<file path="config.mk">
export PLATFORM = sky130hd
export DESIGN_NAME = shifter_seq
export DESIGN_NICKNAME = d
export VERILOG_FILES = /design/src/rtl/shifter_seq.sv
export SDC_FILE = /design/constraint.sdc
export NUM_CORES = 1
export LEC_CHECK = 0
export ABC_AREA = 1
export BUFFER_PORTS_ARGS = -buffer_cell sky130_fd_sc_hd__clkbuf_2
export CAP_MARGIN = 20
export CORE_ASPECT_RATIO = 0.5
export CORE_MARGIN = 2
export CORE_UTILIZATION = 62
export CTS_CLUSTER_DIAMETER = 120
export CTS_CLUSTER_SIZE = 12
export DETAILED_ROUTE_END_ITERATION = 8
export PLACE_DENSITY = 0.87
export SLEW_MARGIN = 20
export SYNTH_ARGS = -nofsm -noshare
export SYNTH_HDL_FRONTEND = slang
export SYNTH_SLANG_ARGS = --single-unit
</file>
<file path="constraint.sdc">
create_clock -name clk -period 4.95 [get_ports clk]
set_input_delay 0.495 -clock clk [delete_from_list [all_inputs] [get_ports clk]]
set_output_delay 0.495 -clock clk [all_outputs]
set_load 0.1 [all_outputs]
</file>
<file path="src/rtl/shifter_seq.sv">
// ============================================================================
//  Module   : shifter_seq
//  Purpose  : Multi-cycle logarithmic shifter (SLL/ROL/SRL/SRA/ROR) with
//             valid/ready handshakes; optional macro SHIFTER_EARLY_DONE_EN
//             ends the pass once no higher shift-count bits remain.
//  Revision : 1.0 - initial release
// ============================================================================
`default_nettype none

module shifter_seq #(
  parameter int WIDTH          = 16,
  parameter int ROWS_PER_CYCLE = 1
) (
  input  logic                     clk,
  input  logic                     rst,
  input  logic                     in_valid,
  output logic                     in_ready,
  input  logic [WIDTH-1:0]         in_data,
  input  logic [$clog2(WIDTH)-1:0] in_cnt,
  input  logic [2:0]               in_op,
  output logic                     out_valid,
  input  logic                     out_ready,
  output logic [WIDTH-1:0]         out_data,
  output logic                     out_err
);

  localparam int L    = $clog2(WIDTH);
  localparam int G    = (L + ROWS_PER_CYCLE - 1) / ROWS_PER_CYCLE;
  localparam int GW   = (G > 1) ? $clog2(G) : 1;
  localparam logic [GW-1:0] LAST_G = GW'(G - 1);

  localparam logic [2:0] OP_SLL = 3'b000;
  localparam logic [2:0] OP_ROL = 3'b001;
  localparam logic [2:0] OP_SRL = 3'b010;
  localparam logic [2:0] OP_SRA = 3'b011;
  localparam logic [2:0] OP_ROR = 3'b100;

  typedef enum logic [1:0] {
    IDLE = 2'd0,
    BUSY = 2'd1,
    DONE = 2'd2
  } state_t;

  state_t           state_q, state_d;
  logic [WIDTH-1:0] data_q,  data_d;
  logic [L-1:0]     cnt_q,   cnt_d;
  logic [2:0]       op_q,    op_d;
  logic [GW-1:0]    g_q,     g_d;
  logic             sign_q,  sign_d;
  logic             err_q,   err_d;

  logic [WIDTH-1:0] stage [0:L];
  logic [L-1:0]     row_en;

  assign stage[0] = data_q;

  // All L rows are laid out; only those belonging to the current group are enabled.
  for (genvar j = 0; j < L; j++) begin : g_row
    localparam int S = 1 << j;
    logic [WIDTH-1:0] shifted;

    assign row_en[j] = (g_q == GW'(j / ROWS_PER_CYCLE));

    always_comb begin
      shifted = stage[j];
      case (op_q)
        OP_SLL:  shifted = {stage[j][WIDTH-1-S:0], {S{1'b0}}};
        OP_ROL:  shifted = {stage[j][WIDTH-1-S:0], stage[j][WIDTH-1:WIDTH-S]};
        OP_SRL:  shifted = {{S{1'b0}}, stage[j][WIDTH-1:S]};
        OP_SRA:  shifted = {{S{sign_q}}, stage[j][WIDTH-1:S]};
        OP_ROR:  shifted = {stage[j][S-1:0], stage[j][WIDTH-1:S]};
        default: shifted = stage[j];
      endcase
    end

    assign stage[j+1] = (row_en[j] && cnt_q[j] && !err_q) ? shifted : stage[j];
  end

`ifdef SHIFTER_EARLY_DONE_EN
  logic [L-1:0] later_row;
  logic         rest_zero;

  for (genvar j = 0; j < L; j++) begin : g_later
    assign later_row[j] = (g_q < GW'(j / ROWS_PER_CYCLE));
  end

  assign rest_zero = ~|(cnt_q & later_row);
`endif

  assign in_ready  = (state_q == IDLE) && !rst;
  assign out_valid = (state_q == DONE);
  assign out_data  = data_q;
  assign out_err   = err_q;

  always_comb begin
    state_d = state_q;
    data_d  = data_q;
    cnt_d   = cnt_q;
    op_d    = op_q;
    g_d     = g_q;
    sign_d  = sign_q;
    err_d   = err_q;
    case (state_q)
      IDLE: begin
        if (in_valid) begin
          data_d  = in_data;
          cnt_d   = in_cnt;
          op_d    = in_op;
          sign_d  = in_data[WIDTH-1];
          err_d   = (in_op > OP_ROR);
          g_d     = '0;
          state_d = BUSY;
`ifdef SHIFTER_EARLY_DONE_EN
          if (in_cnt == '0) state_d = DONE;
`endif
        end
      end
      BUSY: begin
        data_d = stage[L];
        if (g_q == LAST_G) begin
          state_d = DONE;
        end else begin
          g_d = g_q + GW'(1);
`ifdef SHIFTER_EARLY_DONE_EN
          if (rest_zero) state_d = DONE;
`endif
        end
      end
      DONE: begin
        if (out_ready) state_d = IDLE;
      end
      default: state_d = IDLE;
    endcase
  end

  always_ff @(posedge clk) begin
    if (rst) begin
      state_q <= IDLE;
      data_q  <= '0;
      cnt_q   <= '0;
      op_q    <= '0;
      g_q     <= '0;
      sign_q  <= 1'b0;
      err_q   <= 1'b0;
    end else begin
      state_q <= state_d;
      data_q  <= data_d;
      cnt_q   <= cnt_d;
      op_q    <= op_d;
      g_q     <= g_d;
      sign_q  <= sign_d;
      err_q   <= err_d;
    end
  end

endmodule

`default_nettype wire

</file>
==> impl_metrics.csv, run 1 <==
group,metric,value,unit
outcome,run_status,"completed",
die,fp.dieW,97.20,um
placed_design,dp_hpwl,7505,um
die,boundaryPins,46,
clock_network,cts_root_buffer,"clkbuf_8",
route,drc,0,
pwr,p_total,1.091,mW
synth,post_synth.cell_area_avg,5.290,um2
sta,final.setup.tns,0,ps
global_routing,antenna_found_initial,0,
sta,setup_viol,0,
route,dr.pass1.iters,7,
route,vias,3661,
sta,rsz0062_at_grt,"no",
critical_path,startpoint_type,"flip-flop",
placed_design,port_buffers,45,
synth,yosysSeqAreaShare,0.2156,
hold_path,hold_class,"in -> reg",
critical_path,reg2reg_from,"g_q[0]$_SDFFE_PP0P_",
synth,synthCells,509,
sta,finClkSkew,3.286,ps
critical_path,reg2reg_slack,1840,ps
cells_and_area,instances_no_fill,595,
critical_path,cp-end-kind,"flip-flop",
clock_network,clk_latency,290,ps
critical_path,crit_end,"out_data[13]$_SDFFE_PP0P_",
global_routing,grt_max_degree,42,
critical_path,cp-startpoint,"g_q[0]$_SDFFE_PP0P_",
clock_network,cts_resized,0,
pwr,power_density,363.6,mW/mm2
sta,finalHoldViolCount,0,
cells_and_area,num_antenna_cells,0,
critical_path,worstRegToRegCells,11,
clock_network,cts_tree,"done",
synth,yosysWarnings,0,
die,die-area,0.004918,mm2
die,start_util,0.6692,
die,rows,16,
flow_run,max_cap_violations,0,
cells_and_area,areaGrowthSynthToFinish,11.48,%
sta,min_period_over_period,0.6289,
clock_network,cts.sinks,29,
sta,fmax,321.2,MHz
critical_path,reg2reg_to,"out_data[13]$_SDFFE_PP0P_",
clock_network,cts_inserted_buffers,5,
synth,ys_seq_elements,29,
clock_network,clkTransAtPathRegs,60,ps
cells_and_area,drive_gt1_frac,0.1257,
global_routing,grt_pass1_vias,3234,
synth,synthesis.area,0.002693,mm2
cells_and_area,nets,572,
route,antenna_left,0,
sta,drv_slew,0,
cells_and_area,register_area,580.6,um2
cells_and_area,multi_input_area,0.001927,mm2
clock_network,cts_max_path_buffers,2,
synth,syn-num-nets,540,
route,drt_iter0_markers,548,
critical_path,worst_ep_required_time,5120,ps
global_routing,grt_remaining_overflow,0,
route,wl_per_cell,16.87,um
pwr,ir_worst_vdd,0.0003275,V
placed_design,numPlacedInstances,588,
sta,worst_pin_slew,986.1,ps
cells_and_area,fillers,363,
global_routing,grtUsageTotal,0.4272,
sta,relSlewSlack,0.3419,
die,die_h,50.60,um
critical_path,crit_arrival,3280,ps
route,vias_per_cell,6.153,
placed_design,place_congestion,1.019,
critical_path,critPathMaxFanout,17,
pwr,power_leakage,1.436,nW
clock_network,h-tree-depth,2,
die,coreArea,0.004024,mm2
clock_network,cts_setup_buffers,0,
global_routing,grt_first_pass_wirelength,16290,um
synth,ys_types,19,
route,routed_wl,10040,um
sta,fin_crit,3113,ps
critical_path,critPathKind,"reg -> reg",
clock_network,ctsHoldBuffers,0,
## worst min path at each step
stage,start,to,cells past startpoint
floorplan,sign_q$_SDFFE_PP0P_,sign_q$_SDFFE_PP0P_,2
global placement,sign_q$_SDFFE_PP0P_,sign_q$_SDFFE_PP0P_,2
detailed placement,sign_q$_SDFFE_PP0P_,sign_q$_SDFFE_PP0P_,2
CTS,out_ready,state_q[1]$_SDFFE_PP0P_,4
global route,in_op[2],op_q[2]$_SDFFE_PP0P_,3
finish,in_cnt[2],cnt_q[2]$_SDFFE_PP0P_,3
## report_power, final
part           switching [mW]  leakage [nW]  internal (mW)
registers              0.0458         0.239          0.261
clock network          0.0933        0.0540          0.146
logic                   0.413          1.14          0.132
total                   0.552          1.44          0.539
## critical path, cell delays in order (launching register included)
cell and delay (ps):
dfxtp_1 360, inv_1 100, ha_1 140, nand3_1 80
nor2_1 710, clkinv_1 660, nor2_1 440, nand3_1 180
nand2_1 90, nand2_1 40, nand3_1 120, a21oi_1 70
## layer usage
layer | up-vias | wire (um) | GRT usage
met3 | 39 | 1496 | 0.1072
met5 | - | 0 | 0
met4 | 0 | 354 | 0.1573
met2 | 288 | 3914 | 0.6285
met1 | 1599 | 4271 | 0.6042
li1 | 1735 | - | -
## stage by stage
stage	hold slack, ps	cell area [um2]	setup WS (ps)	util
after floorplan	445.4	2693	1766	-
after global placement	456.8	2898	2069	0.7201
after detailed placement	488.7	2898	1982	0.7201
after CTS	474.7	3002	1963	0.7460
after global routing	489.4	3002	1632	0.7460
final	470.4	3002	1837	0.7460
## placed cells by master, fill, tap and decap left out, types with 2 or more instances in the layout
master,synthesis,final
a21oi_1,24,24
buf_4,3,2
clkbuf_8,0,5
nor2_1,81,80
o21ai_0,22,22
nand2_2,3,3
dfxtp_1,29,29
clkinv_1,2,2
nand2_1,163,163
clkbuf_2,0,45
nor2_2,6,7
ha_1,4,4
inv_2,4,4
nand3_1,129,129
inv_1,16,16
## synth_stat cells
cell type  instances  area [um2]
dfxtp_1           29       580.6
nand2_2            3       18.77
nand4_1            1       6.260
nor2_1            81       304.0
nor2_2             6       37.54
ha_1               4       50.05
clkinv_1           2       7.510
nand2_1          163       611.8
a211oi_1           1       7.510
buf_2              9       45.04
o211ai_1           1       7.510
a21oi_1           24       120.1
nand3_1          129       645.6
nor3_1             1       5.000
inv_1             16       60.06
inv_2              4       15.01
clkbuf_1          10       37.54
o21ai_0           22       110.1
buf_4              3       22.52
## flip-flops by register name (all words and copies together) (netlist names)
| register | cells |
|---|---|
| cnt_q | 4 |
| g_q | 2 |
| op_q | 3 |
| out_data | 16 |
| out_err | 1 |
| sign_q | 1 |
| state_q | 2 |
## cell type report
type / count / area share
clock buffers: 5 / 0.02293
clock inverters: 2 / 0.01167
inverters: 22 / 0.02751
multi-input cells: 436 / 0.6419
flip-flops and latches: 29 / 0.1934
well taps: 54 / 0.02251
repair buffers: 47 / 0.08003
## kinds of logic (layout without fill, tap and decap cells)
| logic type | after synthesis | count (layout) | synth area share |
|---|---|---|---|
| simple gates | 384 | 384 | 0.6050 |
| compound gates | 48 | 48 | 0.09108 |
| flops | 29 | 29 | 0.2156 |
| fa+ha+maj | 4 | 4 | 0.01859 |
| buf+inv | 44 | 76 | 0.06970 |
Power figures use the tool's default switching activity.
==> inputs of run 2 (changes only) <==
- ABC_AREA: 1 -> 0
- CORE_UTILIZATION: 62 -> 59
- PLACE_DENSITY: 0.87 -> 0.82
- clock period: 4.95 -> 3.16 ns (I/O delays scaled with it)
==> impl_metrics.csv, run 2 <==
group,metric,value,unit
die,rows,18,
critical_path,cp-end-kind,"flip-flop",
sta,relSlewSlack,0.4625,
hold_path,hold_class,"in -> reg",
cells_and_area,layout_common_cells,"nand2_1, clkbuf_2, a21oi_1, nor2_1, dfxtp_1",
synth,synth.most_common_cell,"nand2_1",
route,drt_iter0_markers,953,
route,routed_wl,12990,um
sta,rsz0062_at_grt,"no",
critical_path,reg2reg_from,"op_q[1]$_SDFFE_PP0P_",
outcome,run_status,"completed",
synth,synth_top_area_cell,"dfxtp_1",
critical_path,cp-startpoint,"op_q[1]$_SDFFE_PP0P_",
clock_network,cts_resized,0,
hold_path,whs_endpoint,"cnt_q[2]$_SDFFE_PP0P_",
sta,holdWs,237.2,ps
synth,synthCells,439,
route,dr.pass1.iters,6,
critical_path,worst_ep_required_time,3350,ps
clock_network,h-tree-depth,2,
clock_network,cts_max_path_buffers,2,
synth,yosys-top-cells-area,"dfxtp_1, nand2_1, a21oi_1, mux2i_1, a211oi_1",
cells_and_area,drive_gt1_frac,0.2182,
sta,worst_pin_slew,806.2,ps
placed_design,dp_slack,425.9,ps
global_routing,grt_remaining_overflow,0,
sta,setup_viol,0,
clock_network,cts_setup_buffers,0,
global_routing,grt_max_degree,35,
die,die_h,55.67,um
pwr,clkPwrFrac,0.228,
critical_path,startpoint_type,"flip-flop",
synth,syn-num-nets,470,
die,fp.dieW,107.3,um
global_routing,grt_first_pass_wirelength,19600,um
flow_run,max_cap_violations,0,
sta,fin_crit,2906,ps
die,start_util,0.6245,
synth,post_synth.cell_area_avg,7.177,um2
sta,finalHoldViolCount,0,
route,drc,0,
pwr,p_comb_frac,0.452,
hold_path,hp-start,"in_cnt[2]",
pwr,power_switching,0.7121,mW
cells_and_area,largest_reg_flops,16,
sta,fmax,344.1,MHz
synth,synth_ff_type,"dfxtp_1",
clock_network,clkTransAtPathRegs,70,ps
global_routing,antenna_found_initial,0,
synth,synth_edf_count,0,
route,vias_per_cell,7.430,
die,die-area,0.005976,mm2
global_routing,grt_pass1_vias,3659,
sta,min_period_over_period,0.9197,
sta,finClkSkew,11.61,ps
global_routing,grtUsageTotal,0.4299,
sta,final.setup.tns,0,ps
sta,layout_setup_ws,253.6,ps
sta,drv_slew,0,
route,antenna_left,0,
die,coreArea,0.005045,mm2
clock_network,cts.sinks,29,
clock_network,cts_root_buffer,"clkbuf_8",
placed_design,place_congestion,1.141,
pwr,power_leakage,1.287,nW
synth,synthesis.area,0.003151,mm2
placed_design,dp_hpwl,9622,um
placed_design,port_buffers,45,
route,wl_per_cell,23.97,um
clock_network,cts_inserted_buffers,5,
clock_network,clk_latency,300,ps
pwr,power_density,417.9,mW/mm2
critical_path,crit_arrival,3100,ps
cells_and_area,final_common_cell,"nand2_1",
clock_network,ctsHoldBuffers,0,
synth,yosysSeqAreaShare,0.1843,
cells_and_area,register_area,580.6,um2
cells_and_area,fillers,435,
critical_path,worstRegToRegCells,8,
pwr,swShare,0.4904,
synth,yosysWarnings,0,
die,boundaryPins,46,
pwr,power.internal,0.7399,mW
critical_path,reg2reg_slack,250,ps
cells_and_area,multi_input_area,0.002330,mm2
cells_and_area,num_antenna_cells,0,
route,vias,4027,
synth,ys_seq_elements,29,
clock_network,cts_tree,"done",
synth,synth_commonest_cells,"nand2_1, a21oi_1, nor2_1",
pwr,ir_worst_vdd,0.0003554,V
critical_path,critPathMaxFanout,11,
synth,synth_top_area_frac,0.1843,
cells_and_area,nets,503,
critical_path,critPathKind,"reg -> reg",
hold_path,whs_path_depth,3,
synth,synthArstFlopShare,0,
cells_and_area,areaGrowthSynthToFinish,10.29,%
pwr,pwr-share-seq,0.320,
critical_path,reg2reg_to,"out_data[2]$_SDFFE_PP0P_",
synth,ys_types,65,
run 2: cell count changes after synthesis, sizes merged, moves of 8 or more:
| cell | before | now |
|---|---|---|
| o211ai | 1 | 10 |
| a211oi | 1 | 18 |
| nor3 | 1 | 9 |
| nor2 | 87 | 34 |
| nand2 | 166 | 72 |
| a221oi | 0 | 10 |
| a21oi | 24 | 37 |
| o21ai | 22 | 41 |
| mux2i | 0 | 16 |
| a31oi | 0 | 15 |
| buf | 12 | 24 |
| inv | 20 | 5 |
| nand3 | 129 | 17 |
| a22oi | 0 | 8 |
run 2: metrics by stage:
stage	total power, mW	util	cell area, um2	cells
finish	1.452	0.6887	3475	542
global route	1.490	0.6887	3475	542
CTS	1.411	0.6887	3475	542
detailed placement	1.092	0.6709	3385	535
global placement	1.082	0.6709	3385	535
floorplan	0.9317	-	3151	439
run 2: kinds of logic (layout without fill, tap and decap cells):
logic type / Yosys count / in the layout / synth area share
compound gates: 180 / 180 / 0.4019
buf+inv: 43 / 76 / 0.07705
simple gates: 167 / 167 / 0.2701
fa+ha+maj: 4 / 4 / 0.01589
mux: 16 / 16 / 0.05083
flops: 29 / 29 / 0.1843
run 2: worst max path at each step:
stage,to,slack (ps)
final,out_data[2]$_SDFFE_PP0P_,250
after global routing,out_data[2]$_SDFFE_PP0P_,130
after CTS,out_data[13]$_SDFFE_PP0P_,380
after detailed placement,out_data[2]$_SDFFE_PP0P_,430
after global placement,out_data[13]$_SDFFE_PP0P_,500
after floorplan,in_ready,300
run 2: layer usage:
layer	track usage	routed length [um]
met5	0	0
met4	0.1941	774
met3	0.2260	2218
met2	0.5552	4885
met1	0.5812	5115
run 2: power groups by stage:
stage | sequential [mW] | clock [mW] | combinational (mW)
global placement | 0.464 | 0 | 0.617
detailed placement | 0.466 | 0 | 0.626
CTS | 0.458 | 0.323 | 0.630
floorplan | 0.588 | 0 | 0.344
finish | 0.465 | 0.331 | 0.656
global route | 0.464 | 0.343 | 0.684
run 2: worst max-delay path, cell delays in order (launching register included):
cell and delay (ps):
dfxtp_1 540, or2_1 500, buf_4 230, nand2_1 60, a31oi_2 470, a211oi_1 150, o221ai_1 360, a221oi_1 160
a311oi_1 310
run 2: area by class of cell:
class                   instances  area share
clock inverters                 1    0.002161
inverters                       5    0.005402
well taps                      70     0.02521
flip-flops and latches         29      0.1671
clock buffers                   6     0.02377
multi-input cells             367      0.6705
repair buffers                 64      0.1059
